==> src/rtl/mostra_sequencia_controle_pkg.sv <==
// Shared definitions for the LED sequence-playback controller: state codes
// shown on db_estado and default lit/blank durations.
package mostra_sequencia_controle_pkg;

  typedef enum logic [3:0] {
    OCIOSO  = 4'h0,
    CARREGA = 4'h1,
    ACESO   = 4'h2,
    APAGADO = 4'h3,
    FIM     = 4'hF
  } estado_t;

  localparam int T_ACESO_PADRAO   = 1000;
  localparam int T_APAGADO_PADRAO = 500;

endpackage

==> src/rtl/mostra_sequencia_controle_temporizador_led.sv <==
// Phase timer: counts while conta=1, clears on zera, flags the last cycle
// of a LIMITE-cycle window.
module temporizador_led #(
  parameter int LIMITE = 4
) (
  input  logic clock,
  input  logic reset,
  input  logic zera,
  input  logic conta,
  output logic fim_tempo
);

  localparam int LARGURA = (LIMITE > 1) ? $clog2(LIMITE) : 1;
  localparam logic [LARGURA-1:0] ULTIMO = LARGURA'(LIMITE - 1);

  logic [LARGURA-1:0] contagem_q, contagem_d;

  always_comb begin
    contagem_d = contagem_q;
    if (zera) begin
      contagem_d = '0;
    end else if (conta) begin
      contagem_d = contagem_q + LARGURA'(1);
    end
  end

  always_ff @(posedge clock) begin
    if (reset) begin
      contagem_q <= '0;
    end else begin
      contagem_q <= contagem_d;
    end
  end

  assign fim_tempo = (contagem_q == ULTIMO);

endmodule

==> src/rtl/mostra_sequencia_controle.sv <==
// Plays the stored colour sequence on the LEDs, entry 0 up to the sampled
// round, each lit for T_ACESO cycles followed by a T_APAGADO blank gap.
module mostra_sequencia_controle
  import mostra_sequencia_controle_pkg::*;
#(
  parameter int T_ACESO   = T_ACESO_PADRAO,
  parameter int T_APAGADO = T_APAGADO_PADRAO,
  parameter int W         = 4
) (
  input  logic         clock,
  input  logic         reset,
  input  logic         iniciar,
  input  logic         parar,
  input  logic [W-1:0] rodada,
  input  logic [W-1:0] dado_memoria,
  output logic [W-1:0] endereco,
  output logic [W-1:0] leds,
  output logic         ocupado,
  output logic         fim,
  output logic [3:0]   db_estado
);

  estado_t        estado_q, estado_d;
  logic [W-1:0]   endereco_q, endereco_d;
  logic [W-1:0]   leds_q, leds_d;
  logic [W-1:0]   rodada_q, rodada_d;
  logic           ocupado_q, ocupado_d;
  logic           fim_q, fim_d;
  logic           fim_aceso, fim_apagado;

  // Each timer is held at zero outside its own phase, so it always starts
  // from 0 on phase entry.
  temporizador_led #(.LIMITE(T_ACESO)) u_tempo_aceso (
    .clock     (clock),
    .reset     (reset),
    .zera      (estado_q != ACESO),
    .conta     (estado_q == ACESO),
    .fim_tempo (fim_aceso)
  );

  temporizador_led #(.LIMITE(T_APAGADO)) u_tempo_apagado (
    .clock     (clock),
    .reset     (reset),
    .zera      (estado_q != APAGADO),
    .conta     (estado_q == APAGADO),
    .fim_tempo (fim_apagado)
  );

  always_comb begin
    estado_d   = estado_q;
    endereco_d = endereco_q;
    leds_d     = leds_q;
    rodada_d   = rodada_q;
    case (estado_q)
      OCIOSO: begin
        leds_d = '0;
        if (iniciar && !parar) begin
          rodada_d   = rodada;
          endereco_d = '0;
          estado_d   = CARREGA;
        end
      end
      CARREGA: begin
        leds_d   = dado_memoria;
        estado_d = ACESO;
      end
      ACESO: begin
        if (fim_aceso) begin
          leds_d   = '0;
          estado_d = APAGADO;
        end
      end
      APAGADO: begin
        leds_d = '0;
        if (fim_apagado) begin
          if (endereco_q == rodada_q) begin
            estado_d = FIM;
          end else begin
            endereco_d = endereco_q + W'(1);
            estado_d   = CARREGA;
          end
        end
      end
      FIM: begin
        leds_d   = '0;
        estado_d = OCIOSO;
      end
      default: begin
        leds_d   = '0;
        estado_d = OCIOSO;
      end
    endcase

    // Abort drops straight back to idle without a completion pulse.
    if (parar && (estado_q != OCIOSO)) begin
      estado_d   = OCIOSO;
      leds_d     = '0;
      endereco_d = '0;
    end

    ocupado_d = (estado_d == CARREGA) || (estado_d == ACESO) || (estado_d == APAGADO);
    fim_d     = (estado_d == FIM);
  end

  always_ff @(posedge clock) begin
    if (reset) begin
      estado_q   <= OCIOSO;
      endereco_q <= '0;
      leds_q     <= '0;
      rodada_q   <= '0;
      ocupado_q  <= 1'b0;
      fim_q      <= 1'b0;
    end else begin
      estado_q   <= estado_d;
      endereco_q <= endereco_d;
      leds_q     <= leds_d;
      rodada_q   <= rodada_d;
      ocupado_q  <= ocupado_d;
      fim_q      <= fim_d;
    end
  end

  assign endereco  = endereco_q;
  assign leds      = leds_q;
  assign ocupado   = ocupado_q;
  assign fim       = fim_q;
  assign db_estado = estado_q;

endmodule

==> config.mk <==
export PLATFORM = sky130hd
export DESIGN_NAME = mostra_sequencia_controle
export DESIGN_NICKNAME = d
export VERILOG_FILES = /design/src/rtl/mostra_sequencia_controle_pkg.sv /design/src/rtl/mostra_sequencia_controle_temporizador_led.sv /design/src/rtl/mostra_sequencia_controle.sv
export SDC_FILE = /design/constraint.sdc
export NUM_CORES = 1
export LEC_CHECK = 0
export ABC_AREA = 1
export ABC_CLOCK_PERIOD_IN_PS = 1400
export CORE_MARGIN = 5
export CORE_UTILIZATION = 53
export CTS_CLUSTER_DIAMETER = 50
export DETAILED_ROUTE_END_ITERATION = 7
export PLACE_DENSITY = 0.79
export SLEW_MARGIN = 20
export SYNTH_ARGS = -nofsm -noshare
export SYNTH_HDL_FRONTEND = slang
export SYNTH_SLANG_ARGS = --single-unit
==> constraint.sdc <==
create_clock -name clock -period 1.4 [get_ports clock]
set_input_delay 0.21 -clock clock [delete_from_list [all_inputs] [get_ports clock]]
set_output_delay 0.21 -clock clock [all_outputs]
set_load 0.01 [all_outputs]
**Yosys cells after proc, flatten, opt, wreduce, memory -nomap -nowiden**

Cells that the tools add are included.

- Register bits: 37
- Bits of input ports: 12
- Logic and storage cells: 52

- Add/sub/neg operators: 3
- Equal/unequal tests: 16
- Multiplexer cells: 12
- Reductions and logical operators: 13

Operators with widths:

| kind | number |
|---|---|
| $mux W4 | 9 |
| $eq A4 B2 Y1 const B | 4 |
| $pmux W4 S2 | 2 |
| $pmux W4 S4 | 1 |
| $add A10 B1 Y10 const B | 1 |
| $eq A10 B10 Y1 const B | 1 |
| $add A9 B1 Y9 const B | 1 |
| $eq A9 B9 Y1 const B | 1 |
| $eq A4 B1 Y1 const B | 2 |
| $ne A2 B2 Y1 const B | 4 |
| $ne A4 B2 Y1 const B | 2 |
| $reduce_or A2 Y1 | 3 |
| $add A4 B1 Y4 const B | 1 |
| $eq A4 B4 Y1 | 1 |
| $eq A4 B4 Y1 const B | 1 |
| $logic_not A4 Y1 | 1 |
| $reduce_and A4 Y1 | 1 |
| $reduce_bool A4 Y1 | 1 |
| $logic_and A1 B1 Y1 | 2 |
| $logic_or A1 B1 Y1 | 2 |
| $reduce_and A2 Y1 | 1 |
| $reduce_bool A2 Y1 | 1 |
| $logic_not A1 Y1 | 1 |

**Depth between registers and ports, before layout**

- Depth in word-level cells: 8
- Mapped depth: 11

**Hierarchy**

From an unflattened synthesis, not the netlist that was laid out.

- Cells, all modules: 254
- Area, all modules: 1854.3 µm²

Modules (own cells, without submodules):

| module | instances | cells each | area an instance (µm²) |
|---|---|---|---|
| mostra_sequencia_controle | 1 | 122 | 899.6 |
| temporizador_led at u_tempo_aceso | 1 | 67 | 499.2 |
| temporizador_led at u_tempo_apagado | 1 | 65 | 455.4 |

**Least setup slack after synthesis**

No wires, ideal clock.

- Kind: register -> register
- From: register u_tempo_apagado.contagem_q[0]
- To: register endereco_q[1], in the netlist endereco[1]
- Library setup time: 0.062 ns
- Data arrival time: 1.197 ns
- Required time: 1.338 ns
- Slack: 0.141 ns
- Stages on the path, launching flop included: 10
- Path buffers: 0
- Cell sequence: dfxtp_1 > ha_1 > nand2_1 > inv_1 > nand3_2 > a21oi_2 > nand2_2 > nand2_1 > nand2_1 > nor2_2

- Cells in the longest elaborated chain, start to end: 3

RTL lines:

| what | line | text |
|---|---|---|
| start: declaration | mostra_sequencia_controle_temporizador_led.sv:16 | `logic [LARGURA-1:0] contagem_q, contagem_d;` |
| start signal: assignment | mostra_sequencia_controle_temporizador_led.sv:31 | `contagem_q <= contagem_d;` |
| $eq A9 B9 Y1 | mostra_sequencia_controle_temporizador_led.sv:35 | `assign fim_tempo = (contagem_q == ULTIMO);` |
| $ne A2 B2 Y1 (no line) | - |  |
| $reduce_and A4 Y1 (no line) | - |  |
| end signal: assignment | mostra_sequencia_controle.sv:115 | `endereco_q <= endereco_d;` |
| end: declaration | mostra_sequencia_controle.sv:24 | `logic [W-1:0] endereco_q, endereco_d;` |

No other way between the ends.
A chain may end at the register's enable or synchronous reset.

**Worst setup path in the final report**

- From: register estado_q[2], in the netlist db_estado[2]
- To: register u_tempo_apagado.contagem_q[7]

- Cells in the longest elaborated chain, start to end: 2
- Elaborated cells between the ends (all ways): 3
- Classes of those cells: eq/ne: 2; reduce/logical: 1

RTL lines:

| what | line | text |
|---|---|---|
| start: declaration | mostra_sequencia_controle.sv:23 | `estado_t estado_q, estado_d;` |
| start signal: assignment | mostra_sequencia_controle.sv:114 | `estado_q <= estado_d;` |
| $ne A4 B2 Y1 | mostra_sequencia_controle.sv:44 | `.zera (estado_q != APAGADO),` |
| $reduce_or A2 Y1 (no line) | - |  |

Several ways; a longest one is shown, not always the timed one.

==> reports/metrics.csv <==
metric,value,unit
switching share of total power,0.261,
synth warn,0,
crit path DAT,1.71,ns
syn_nets,252,
Finished Layout Cells,322,
placed insts,313,
mean number of vias per cell,4.87,
# DRC,0,
Die ar.,4460,sq um
ys async rst share,0,
Achievable Freq,705,MHz
Starting DRT DRC Count,84,
GPL Wtd Cong,0.839,
worst-path cell chain,nor2_4 -> nand2_2 -> nor2_4 -> nand4_1 -> or2_0 -> a21oi_1,
CP dominant cell by count,nor2_4,
delay of the slowest cell on the worst path,0.36,ns
Post-Route Utilization,0.746,
Setup CP Type,reg -> reg,
largest net degree at the start of global routing,13,
# setup viols final,2,
antenna violations before repair,0,
failing checks,negative setup slack,
fin area,2300,sq um
io pins,26,
hold slack,0.415,ns
CTS Buffer Depth,2,
DRT Wirelength,3.52,mm
CP required,1.69,ns
"Cell Area, Synth",1710,sq um
die height,66.8,um
synth unique cells,24,
core area,3080,sq um
Critical Path End Type,flip-flop,
Pwr Density,969,nW/um^2
"Slowest-stage cell, CP",dfxtp_2,
share of layout cells above drive strength 1,0.252,
pre-CTS worst setup slack,-0.107,ns
fin crit share,1.01,
element type at the critical path start,flip-flop,
Area Overhead vs Synth,34.5,%
number of iterations in the first detailed-routing pass,4,
reg2reg start,db_estado[2],
Critical path buffers and inverters,0,
vias in the first global route,1427,
CTS tree,done,
RSZ-0062 raised after global routing,true,
sequential share of power,0.499,
peak supply drop,0.852,mV
diode count,0,
"EDFF count, synth",0,
Slew HR,0.803,
root buffer cell,clkbuf_4,
# H-tree levels,2,
synthesized instance count,237,
die width,66.8,um
first-pass GRT wire length,5.81,mm
run status,finished with violations,
Fin Clk Skew,0.0128,ns
max-slew violations,0,
Comb power frac,0.143,
hpwl dp,2.48,mm
CTS Buf Count,5,
initial core utilization,0.555,
sequential area share after synthesis,0.434,
final worst slack,-0.0177,ns
Critical Path Fanout Max,6,
DR WL/cell,10.9,um
hold crit path type,in -> reg,
Global Route Usage Sum,0.169,
via count,1568,
placed inst area,2080,sq um
Hold Crit Start,dado_memoria[2],
leakage,0.933,nW
max cap viols,0,
Port-buffer cells,25,
Setup TNS Final,-0.0210,ns
Placement Rows,20,
register bit total from synthesis,37,
Int Pwr,1.64,mW
"Power, Total",2.23,mW
clock network power share,0.358,
hold buffers post-CTS,0,
Final min period,1.42,ns
Fin. Hold Viols,0,
Synth Area per Inst,7.21,sq um
Filler cells,245,
crit path launch,db_estado[2],
"Reg clk slew, reported paths",0.11,ns
number of clock sinks,37,
pin slew with the least headroom to its limit,0.295,ns
Post-DRT Antenna Nets,0,
ys flop type,dfxtp_1,
Worst-Skew Late Latency,0.35,ns
total gr overflow,0,
Net Switching,0.581,mW
Layout Nets,292,
"CP delay by family, top",simple AND/OR/NAND/NOR gates,
-- cell families after synthesis --
kind of cell	after synthesis	share of synthesized area
fa+ha+maj	3	0.0220
buf+inv	35	0.0769
simple gates	126	0.336
xor+xnor	10	0.0513
flops	37	0.434
compound gates	26	0.0799
-- state kept, by name, summed over array words and instances (netlist names) --
signal,cells
u_tempo_aceso.contagem_q,10
u_tempo_apagado.contagem_q,9
db_estado,4
rodada_q,4
fim,1
ocupado,1
leds,4
endereco,4
-- worst register-to-register path: stages, from the launching register on --
cell and delay [ns]:
dfxtp_2 0.36, nor2_4 0.16, nand2_2 0.11, nor2_4 0.25, nand4_1 0.15, or2_0 0.22, a21oi_1 0.12
-- what timing repair did --
action / CTS / global route
buffers inserted: 0 / 1
pin swaps: 0 / 11
endpoints found under the setup margin: 15 / 28
cloned: 0 / 0
gates resized for setup: 20 / 43
-- cells in the final DEF (no fill, tap or decap), types with 2 or more instances in the layout --
master,n
nor2_4,5
buf_4,8
clkbuf_4,5
nand3_1,9
nand2_4,3
dfxtp_1,26
a21oi_2,4
nor3_1,2
nor2_2,7
inv_2,5
o21ai_0,4
nand4_1,5
nand2_1,48
o21ai_1,2
dlygate4sd2_1,14
a21oi_1,14
clkdlybuf4s50_1,11
nor2_1,31
inv_1,28
nand3_2,3
nand2_2,8
xor2_1,5
dfxtp_2,10
xnor2_1,5
-- power groups by stage --
| stage | sequential, mW | combinational [mW] | clock (mW) |
|---|---|---|---|
| 2_1_floorplan | 1.14 | 0.164 | 0 |
| 3_3_place_gp | 1.13 | 0.293 | 0 |
| 3_5_place_dp | 1.13 | 0.294 | 0 |
| 4_1_cts | 1.11 | 0.288 | 0.806 |
| 5_1_grt | 1.12 | 0.355 | 0.858 |
| 6_report | 1.11 | 0.319 | 0.797 |
-- Yosys cell counts, types with 2 or more instances --
library cell,instances,share of area
nand3_1,12,0.035
nor2_4,2,0.013
nor3_1,3,0.0088
nor2_2,4,0.015
dfxtp_1,37,0.43
inv_1,33,0.073
nand4_1,5,0.018
xor2_1,5,0.026
xnor2_1,5,0.026
o21ai_0,6,0.018
ha_1,3,0.022
nand2_1,53,0.12
nand2_2,5,0.018
a21oi_1,18,0.053
nor2_1,37,0.081
-- path summary, 6_finish.rpt --
check                                                endpoint  slack (ns)  cells after the start
worst max-delay path            u_tempo_apagado.contagem_q[7]       -0.02                      6
worst min-delay path                                  leds[2]        0.42                      3
worst max register to register  u_tempo_apagado.contagem_q[7]       -0.02                      6
worst min register to register    u_tempo_aceso.contagem_q[0]        0.43                      1
-- final cells by class --
type | instances | area [sq um] | share of cell area
well taps | 44 | 55.1 | 0.0240
multi-input cells | 165 | 953 | 0.415
inverters | 34 | 130 | 0.0566
flip-flops and latches | 37 | 757 | 0.330
repair buffers | 34 | 313 | 0.136
clock inverters | 2 | 37.5 | 0.0163
clock buffers | 6 | 51.3 | 0.0223
-- routing by layer --
layer,track usage,vias to the layer above,share of wire
li1,-,823,-
met1,0.210,712,0.47
met2,0.280,28,0.47
met3,0.0506,5,0.046
met4,0.0533,0,0.014
met5,0,-,0
(Power assumes the default switching activity.)
